**src/rtl/me_pkg.sv**
```systemverilog
// Shared definitions for the motion-estimation controller: state encoding,
// parameter defaults and a small compile-time helper.
package me_pkg;

    typedef enum logic [2:0] {
        ST_IDLE   = 3'd0,
        ST_COLD   = 3'd1,
        ST_FILL   = 3'd2,
        ST_SEARCH = 3'd3,
        ST_NEXT   = 3'd4,
        ST_LOAD   = 3'd5,
        ST_DONE   = 3'd6
    } me_state_t;

    localparam int NUM_BLOCKS_DEF   = 16;
    localparam int SEARCH_LINES_DEF = 23;
    localparam int CUR_BURST_DEF    = 8;
    localparam int COLD_BLOCKS_DEF  = 2;
    localparam int CNT_W            = 16;

    function automatic int min_int(input int a, input int b);
        return (a < b) ? a : b;
    endfunction

endpackage

```
**src/rtl/me_cnt.sv**
```systemverilog
// Loadable down-counter that saturates at zero and flags terminal count.
module me_cnt
    import me_pkg::*;
#(
    parameter int W = CNT_W
) (
    input  logic         clk,
    input  logic         rst,
    input  logic         load,
    input  logic [W-1:0] load_val,
    input  logic         dec,
    output logic         tc
);

    logic [W-1:0] count_r;

    // Count register: load has priority over decrement, never wraps below zero.
    always_ff @(posedge clk or posedge rst) begin
        if (rst) begin
            count_r <= {W{1'b0}};
        end else if (load) begin
            count_r <= load_val;
        end else if (dec && (count_r != {W{1'b0}})) begin
            count_r <= count_r - {{(W-1){1'b0}}, 1'b1};
        end else begin
            count_r <= count_r;
        end
    end

    assign tc = (count_r == {W{1'b0}});

endmodule

```
**src/rtl/me_ctrl.sv**
```systemverilog
// Motion-estimation sequencing controller: preloads current blocks, then per
// block waits for the reference window, sweeps search lines and loads the next block.
module me_ctrl
    import me_pkg::*;
#(
    parameter int NUM_BLOCKS   = NUM_BLOCKS_DEF,
    parameter int SEARCH_LINES = SEARCH_LINES_DEF,
    parameter int CUR_BURST    = CUR_BURST_DEF,
    parameter int COLD_BLOCKS  = COLD_BLOCKS_DEF
) (
    input  logic       clk,
    input  logic       rst,
    input  logic       start,
    input  logic       sram_ready,
    output logic       need_cur,
    output logic       need_ref,
    output logic       cur_read_en,
    output logic       cur_read_start,
    output logic       cur_next_block,
    output logic       ref_next_line,
    output logic       busy,
    output logic       done,
    output logic [7:0] blk_idx,
    output logic [4:0] line_idx
);

    localparam int               COLD_N      = min_int(COLD_BLOCKS, NUM_BLOCKS);
    localparam logic [CNT_W-1:0] COLD_LEN    = CNT_W'(CUR_BURST * COLD_N - 1);
    localparam logic [CNT_W-1:0] BURST_LEN   = CNT_W'(CUR_BURST - 1);
    localparam logic [CNT_W-1:0] LINE_LEN    = CNT_W'(SEARCH_LINES - 1);
    localparam logic [7:0]       LAST_BLK    = 8'(NUM_BLOCKS - 1);
    localparam logic [7:0]       COLD_LOADED = 8'(COLD_N);
    localparam logic [7:0]       TOTAL_BLKS  = 8'(NUM_BLOCKS);
    localparam logic [4:0]       LAST_LINE   = 5'(SEARCH_LINES - 1);

    me_state_t          state_r, state_s;
    logic [7:0]         blk_r, loaded_r;
    logic [4:0]         line_r;
    logic               burst_load_s, line_load_s, burst_tc_s, line_tc_s;
    logic [CNT_W-1:0]   burst_val_s;
    logic               last_blk_s, more_s;

    assign last_blk_s = (blk_r == LAST_BLK);
    assign more_s     = (loaded_r < TOTAL_BLKS);

    me_cnt #(.W(CNT_W)) u_burst_cnt (
        .clk      (clk),
        .rst      (rst),
        .load     (burst_load_s),
        .load_val (burst_val_s),
        .dec      ((state_r == ST_COLD) || (state_r == ST_LOAD)),
        .tc       (burst_tc_s)
    );

    me_cnt #(.W(CNT_W)) u_line_cnt (
        .clk      (clk),
        .rst      (rst),
        .load     (line_load_s),
        .load_val (LINE_LEN),
        .dec      (state_r == ST_SEARCH),
        .tc       (line_tc_s)
    );

    // State register.
    always_ff @(posedge clk or posedge rst) begin
        if (rst) begin
            state_r <= ST_IDLE;
        end else begin
            state_r <= state_s;
        end
    end

    // Next-state decode and timer loads; timers are armed on the entering transition.
    always_comb begin
        state_s      = state_r;
        burst_load_s = 1'b0;
        burst_val_s  = BURST_LEN;
        line_load_s  = 1'b0;
        case (state_r)
            ST_IDLE: begin
                if (start) begin
                    state_s      = ST_COLD;
                    burst_load_s = 1'b1;
                    burst_val_s  = COLD_LEN;
                end else begin
                    state_s = ST_IDLE;
                end
            end
            ST_COLD: begin
                if (burst_tc_s) state_s = ST_FILL;
                else            state_s = ST_COLD;
            end
            ST_FILL: begin
                if (sram_ready) begin
                    state_s     = ST_SEARCH;
                    line_load_s = 1'b1;
                end else begin
                    state_s = ST_FILL;
                end
            end
            ST_SEARCH: begin
                if (line_tc_s) state_s = ST_NEXT;
                else           state_s = ST_SEARCH;
            end
            ST_NEXT: begin
                if (last_blk_s) begin
                    state_s = ST_DONE;
                end else if (more_s) begin
                    state_s      = ST_LOAD;
                    burst_load_s = 1'b1;
                end else begin
                    state_s = ST_FILL;
                end
            end
            ST_LOAD: begin
                if (burst_tc_s) state_s = ST_FILL;
                else            state_s = ST_LOAD;
            end
            ST_DONE: state_s = ST_IDLE;
            default: state_s = ST_IDLE;
        endcase
    end

    // Block, line and loaded-block bookkeeping; everything clears on the way into IDLE.
    always_ff @(posedge clk or posedge rst) begin
        if (rst) begin
            blk_r    <= 8'd0;
            line_r   <= 5'd0;
            loaded_r <= 8'd0;
        end else if (state_s == ST_IDLE) begin
            blk_r    <= 8'd0;
            line_r   <= 5'd0;
            loaded_r <= 8'd0;
        end else begin
            case (state_r)
                ST_COLD:   if (burst_tc_s) loaded_r <= COLD_LOADED;
                ST_FILL:   if (sram_ready) line_r <= 5'd0;
                ST_SEARCH: if (line_r != LAST_LINE) line_r <= line_r + 5'd1;
                ST_NEXT:   if (!last_blk_s) blk_r <= blk_r + 8'd1;
                ST_LOAD:   if (burst_tc_s) loaded_r <= loaded_r + 8'd1;
                default:   blk_r <= blk_r;
            endcase
        end
    end

    assign need_cur       = (state_r == ST_COLD) || (state_r == ST_LOAD);
    assign cur_read_en    = need_cur;
    assign need_ref       = (state_r == ST_FILL) || (state_r == ST_SEARCH);
    assign ref_next_line  = (state_r == ST_SEARCH);
    assign cur_next_block = (state_r == ST_NEXT);
    assign cur_read_start = (state_r == ST_NEXT) && !last_blk_s && more_s;
    assign busy           = (state_r != ST_IDLE) && (state_r != ST_DONE);
    assign done           = (state_r == ST_DONE);
    assign blk_idx        = blk_r;
    assign line_idx       = line_r;

endmodule

```
**config.mk**
```make
export PLATFORM = sky130hd
export DESIGN_NAME = me_ctrl
export DESIGN_NICKNAME = d
export VERILOG_FILES = /design/src/rtl/me_pkg.sv /design/src/rtl/me_cnt.sv /design/src/rtl/me_ctrl.sv
export SDC_FILE = /design/constraint.sdc
export NUM_CORES = 1
export LEC_CHECK = 0
export BUFFER_PORTS_ARGS = -buffer_cell sky130_fd_sc_hd__buf_4
export CAP_MARGIN = 20
export CORE_UTILIZATION = 41
export CTS_BUF_LIST = sky130_fd_sc_hd__clkbuf_2 sky130_fd_sc_hd__clkbuf_4 sky130_fd_sc_hd__clkbuf_8
export CTS_CLUSTER_DIAMETER = 80
export CTS_CLUSTER_SIZE = 28
export DETAILED_ROUTE_END_ITERATION = 10
export GPL_TIMING_DRIVEN = 0
export SYNTH_ARGS = -nofsm -noshare
export SYNTH_HDL_FRONTEND = slang
export SYNTH_HIERARCHICAL = 1
export SYNTH_SLANG_ARGS = --single-unit
```
**constraint.sdc**
```tcl
create_clock -name clk -period 8.1 [get_ports clk]
set_clock_uncertainty 0.2 [all_clocks]
set_input_delay 1.215 -clock clk [delete_from_list [all_inputs] [get_ports clk]]
set_output_delay 1.215 -clock clk [all_outputs]
set_load 0.05 [all_outputs]
```
==> reports/qor.csv <==
stage,metric,value,unit
yosys,ys_ff_latch,56,
placed_design,port_buffers,24,
worst_setup_path,critPathMaxFanout,10,
floorplanning,die_w,94.44,microns
route,wl_per_cell,14.30,microns
yosys,synth_edf_count,0,
timing,fin_crit_sh,43.95,%
pwr,power.density,304.5,nW/um^2
yosys,yosysUniqueCellTypes,55,
route,drc,0,
route,antenna_left,0,
min_path,hp-class,flip-flop to flip-flop,
cts,hold_buffers,0,
worst_setup_path,rr_endpoint,loaded_r[4],
layout,area_growth,16.46,%
worst_setup_path,crit_required,6.68,ns
worst_setup_path,start_kind,flip-flop,
yosys,synth_cells,409,
cts,cts_made_buffers,5,
layout,final_util,49.41,%
min_path,min_from,loaded_r[1],
global_route,overflow,0,
worst_setup_path,cpMaxStageDelayCell,nor2_1,
floorplanning,core_area,8258,sq um
yosys,syn_avg_cell_area,8.566,sq um
layout,fill_cells,811,
cts,cts_root_buf,clkbuf_8,
layout,drive_above_1_share,12.98,%
route,wl,8.220,mm
worst_setup_path,path_cells,"clkbuf_1, inv_1, nor2_1, buf_4, buf_4",
min_path,min_to,loaded_r[1],
cts,clockBufferDepth,2,
layout,layout_commonest_cell,dfrtp_1,
timing,fmax,280.9,MHz
worst_setup_path,cp_common_cell,buf_4,
cts,cts_sinks,56,
layout,fin_area,4080,sq um
route,firstDrtPassIters,4,
timing,rsz0062_at_grt,no,
timing,min_period,3.560,ns
floorplanning,start_util,42.42,%
min_path,whs_path_depth,2,
placed_design,place_area,3924,sq um
pwr,p_total,1.243,mW
timing,fin_setup_tns,0,ns
worst_setup_path,worst-r2r-setup-slack,4.80,ns
yosys,synth_ff_type,dfrtp_1,
yosys,yosysSeqAreaShare,40.00,%
layout,num_antenna_cells,0,
run,cap_violations,0,
worst_setup_path,path_buf_inv,4,
timing,slew-limit-headroom,56.95,%
route,via_per_inst,5.482,
floorplanning,pin_count,25,
cts,cts.clk_slew.worst_paths,0.10,ns
floorplanning,fp-row-count,33,
worst_setup_path,criticalPathCategory,flip-flop to output pin,
floorplanning,die_area,8918,sq um
worst_setup_path,cpPeakStageDelay,0.50,ns
placed_design,hpwlAfterDp,5.913,mm
global_route,first_global_vias,2991,
cts,clock_latency,0.31,ns
pwr,ir_worst_vdd,0.2108,mV
yosys,synth.cell_area,3503,sq um
timing,tightest_slew,0.6451,ns
yosys,ys_warn_count,6,
placed_design,gp_congestion,0.8302,
global_route,grt_max_degree,25,
cts,tritoncts,yes,
outcome,status,"complete, no violations",
timing,setup_viol,0,
route,vias,3152,
worst_setup_path,cp-end-kind,output pin,
worst_setup_path,reg2reg_from,u_line_cnt/count_r[0],
cts,htree_levels,2,
worst_setup_path,worstPathArrival,2.14,ns
global_route,grt_util_all_layers,19.89,%
cts,cts_resized,0,
timing,timing_hold_violations_final,0,
yosys,async_reset_ff_share,100.0,%
layout,finalNetCount,480,
cts,postCtsSetupBuffers,0,
worst_setup_path,crit_family,buffers and inverters,
global_route,grt_pass1_wl,14.17,mm
pwr,p_leak,1.652,nW
route,dr.first_iter.drc_count,188,
timing,drv_slew,0,
floorplanning,die_h,94.44,microns
layout,final_cell_mix,"dfrtp_1 (56), nor2_1 (45), nand2_1 (39)",
worst_setup_path,reg2reg_depth,9,
global_route,antenna_found_initial,0,
worst register-to-register path: stages (launching register included):
cell       delay (ns)
dfrtp_1          0.40
inv_1            0.10
ha_1             0.26
or4b_2           0.64
or4_4            0.45
inv_2            0.11
o21ai_0          0.12
a2111oi_2        0.50
buf_2            0.32
nor2_1           0.08
cells in the mapped netlist (4+ instances only):
master	n	area share, %
a311o_1	4	1.1
o31ai_1	5	1.1
o21a_1	4	0.86
dfrtp_1	56	40
clkbuf_1	8	0.86
nor3_1	15	2.1
nor4_1	5	0.89
a21oi_1	27	3.9
inv_2	4	0.43
o21ai_0	22	3.1
o211ai_1	4	0.86
ha_1	6	2.1
or3_1	7	1.2
a2bb2oi_1	4	1.0
xnor2_1	4	1.0
or4_4	4	1.3
or4_1	15	3.2
nand3_1	15	2.1
nand2_1	39	4.2
xor2_1	8	2.0
nand4_1	13	2.3
or4b_2	4	1.1
inv_1	20	2.1
nor2_1	45	4.8
a31oi_1	11	2.0
and2_1	4	0.71
buf_2	5	0.71
area by class of cell:
type                            instances  area [sq um]  share of cell area, %
Buffer                                 15         73.82                  1.809
Clock buffer                            5         68.82                  1.687
Clock inverter                          2         60.06                  1.472
Inverter                               24         90.09                  2.208
Multi-Input combinational cell        343          2047                  50.17
Sequential cell                        56          1401                  34.35
Tap cell                              105         131.4                  3.220
Timing Repair Buffer                   25         207.7                  5.090
power breakdown:
part	internal, mW	total [mW]	switching (mW)
clock	0.122	0.214	0.0919
combinational	0.193	0.523	0.330
sequential	0.378	0.506	0.128
total	0.693	1.24	0.550
flip-flops by register name, summed over array words and instances (netlist names):
name / count
line_idx: 5
u_burst_cnt/count_r: 16
state_r: 3
loaded_r: 8
blk_idx: 8
u_line_cnt/count_r: 16
through the flow:
step                hold slack, ns  instances  setup slack (ns)
floorplan                   0.3079        438             4.728
finish                      0.3705        575             4.540
global route                0.4120        575             4.329
detailed placement          0.3490        567             4.800
CTS                         0.3726        574             4.479
global placement            0.3325        567             4.827
layer usage:
metal,track usage (%),vias to the layer above,share of wire [%]
li1,-,1610,-
met2,32.13,62,46
met4,3.974,0,0.74
met1,27.77,1475,49
met3,3.784,5,4.0
met5,0,-,0
cell families after synthesis:
| group | synth area share [%] |
|---|---|
| XOR/XNOR | 3.000 |
| AND/OR/NAND/NOR | 29.96 |
| multiplexers | 0.8572 |
| adder cells (fa/ha/maj) | 2.143 |
| flip-flops | 40.00 |
| other | 0.2144 |
| buffers and inverters | 4.678 |
| AO/OA/AOI/OAI | 19.14 |
how the worst max path moves through the flow:
stage / startpoint / to / slack [ns] / cells past startpoint
2_1_floorplan: state_r[0] / need_cur / 4.73 / 4
3_3_place_gp: u_burst_cnt/count_r[0] / blk_idx[0] / 4.83 / 9
3_5_place_dp: start / u_burst_cnt/count_r[14] / 4.80 / 6
4_1_cts: state_r[0] / need_cur / 4.48 / 5
5_1_grt: state_r[0] / need_cur / 4.33 / 5
6_report: state_r[0] / need_cur / 4.54 / 5
Note: power is estimated with default switching activity, not from simulation.
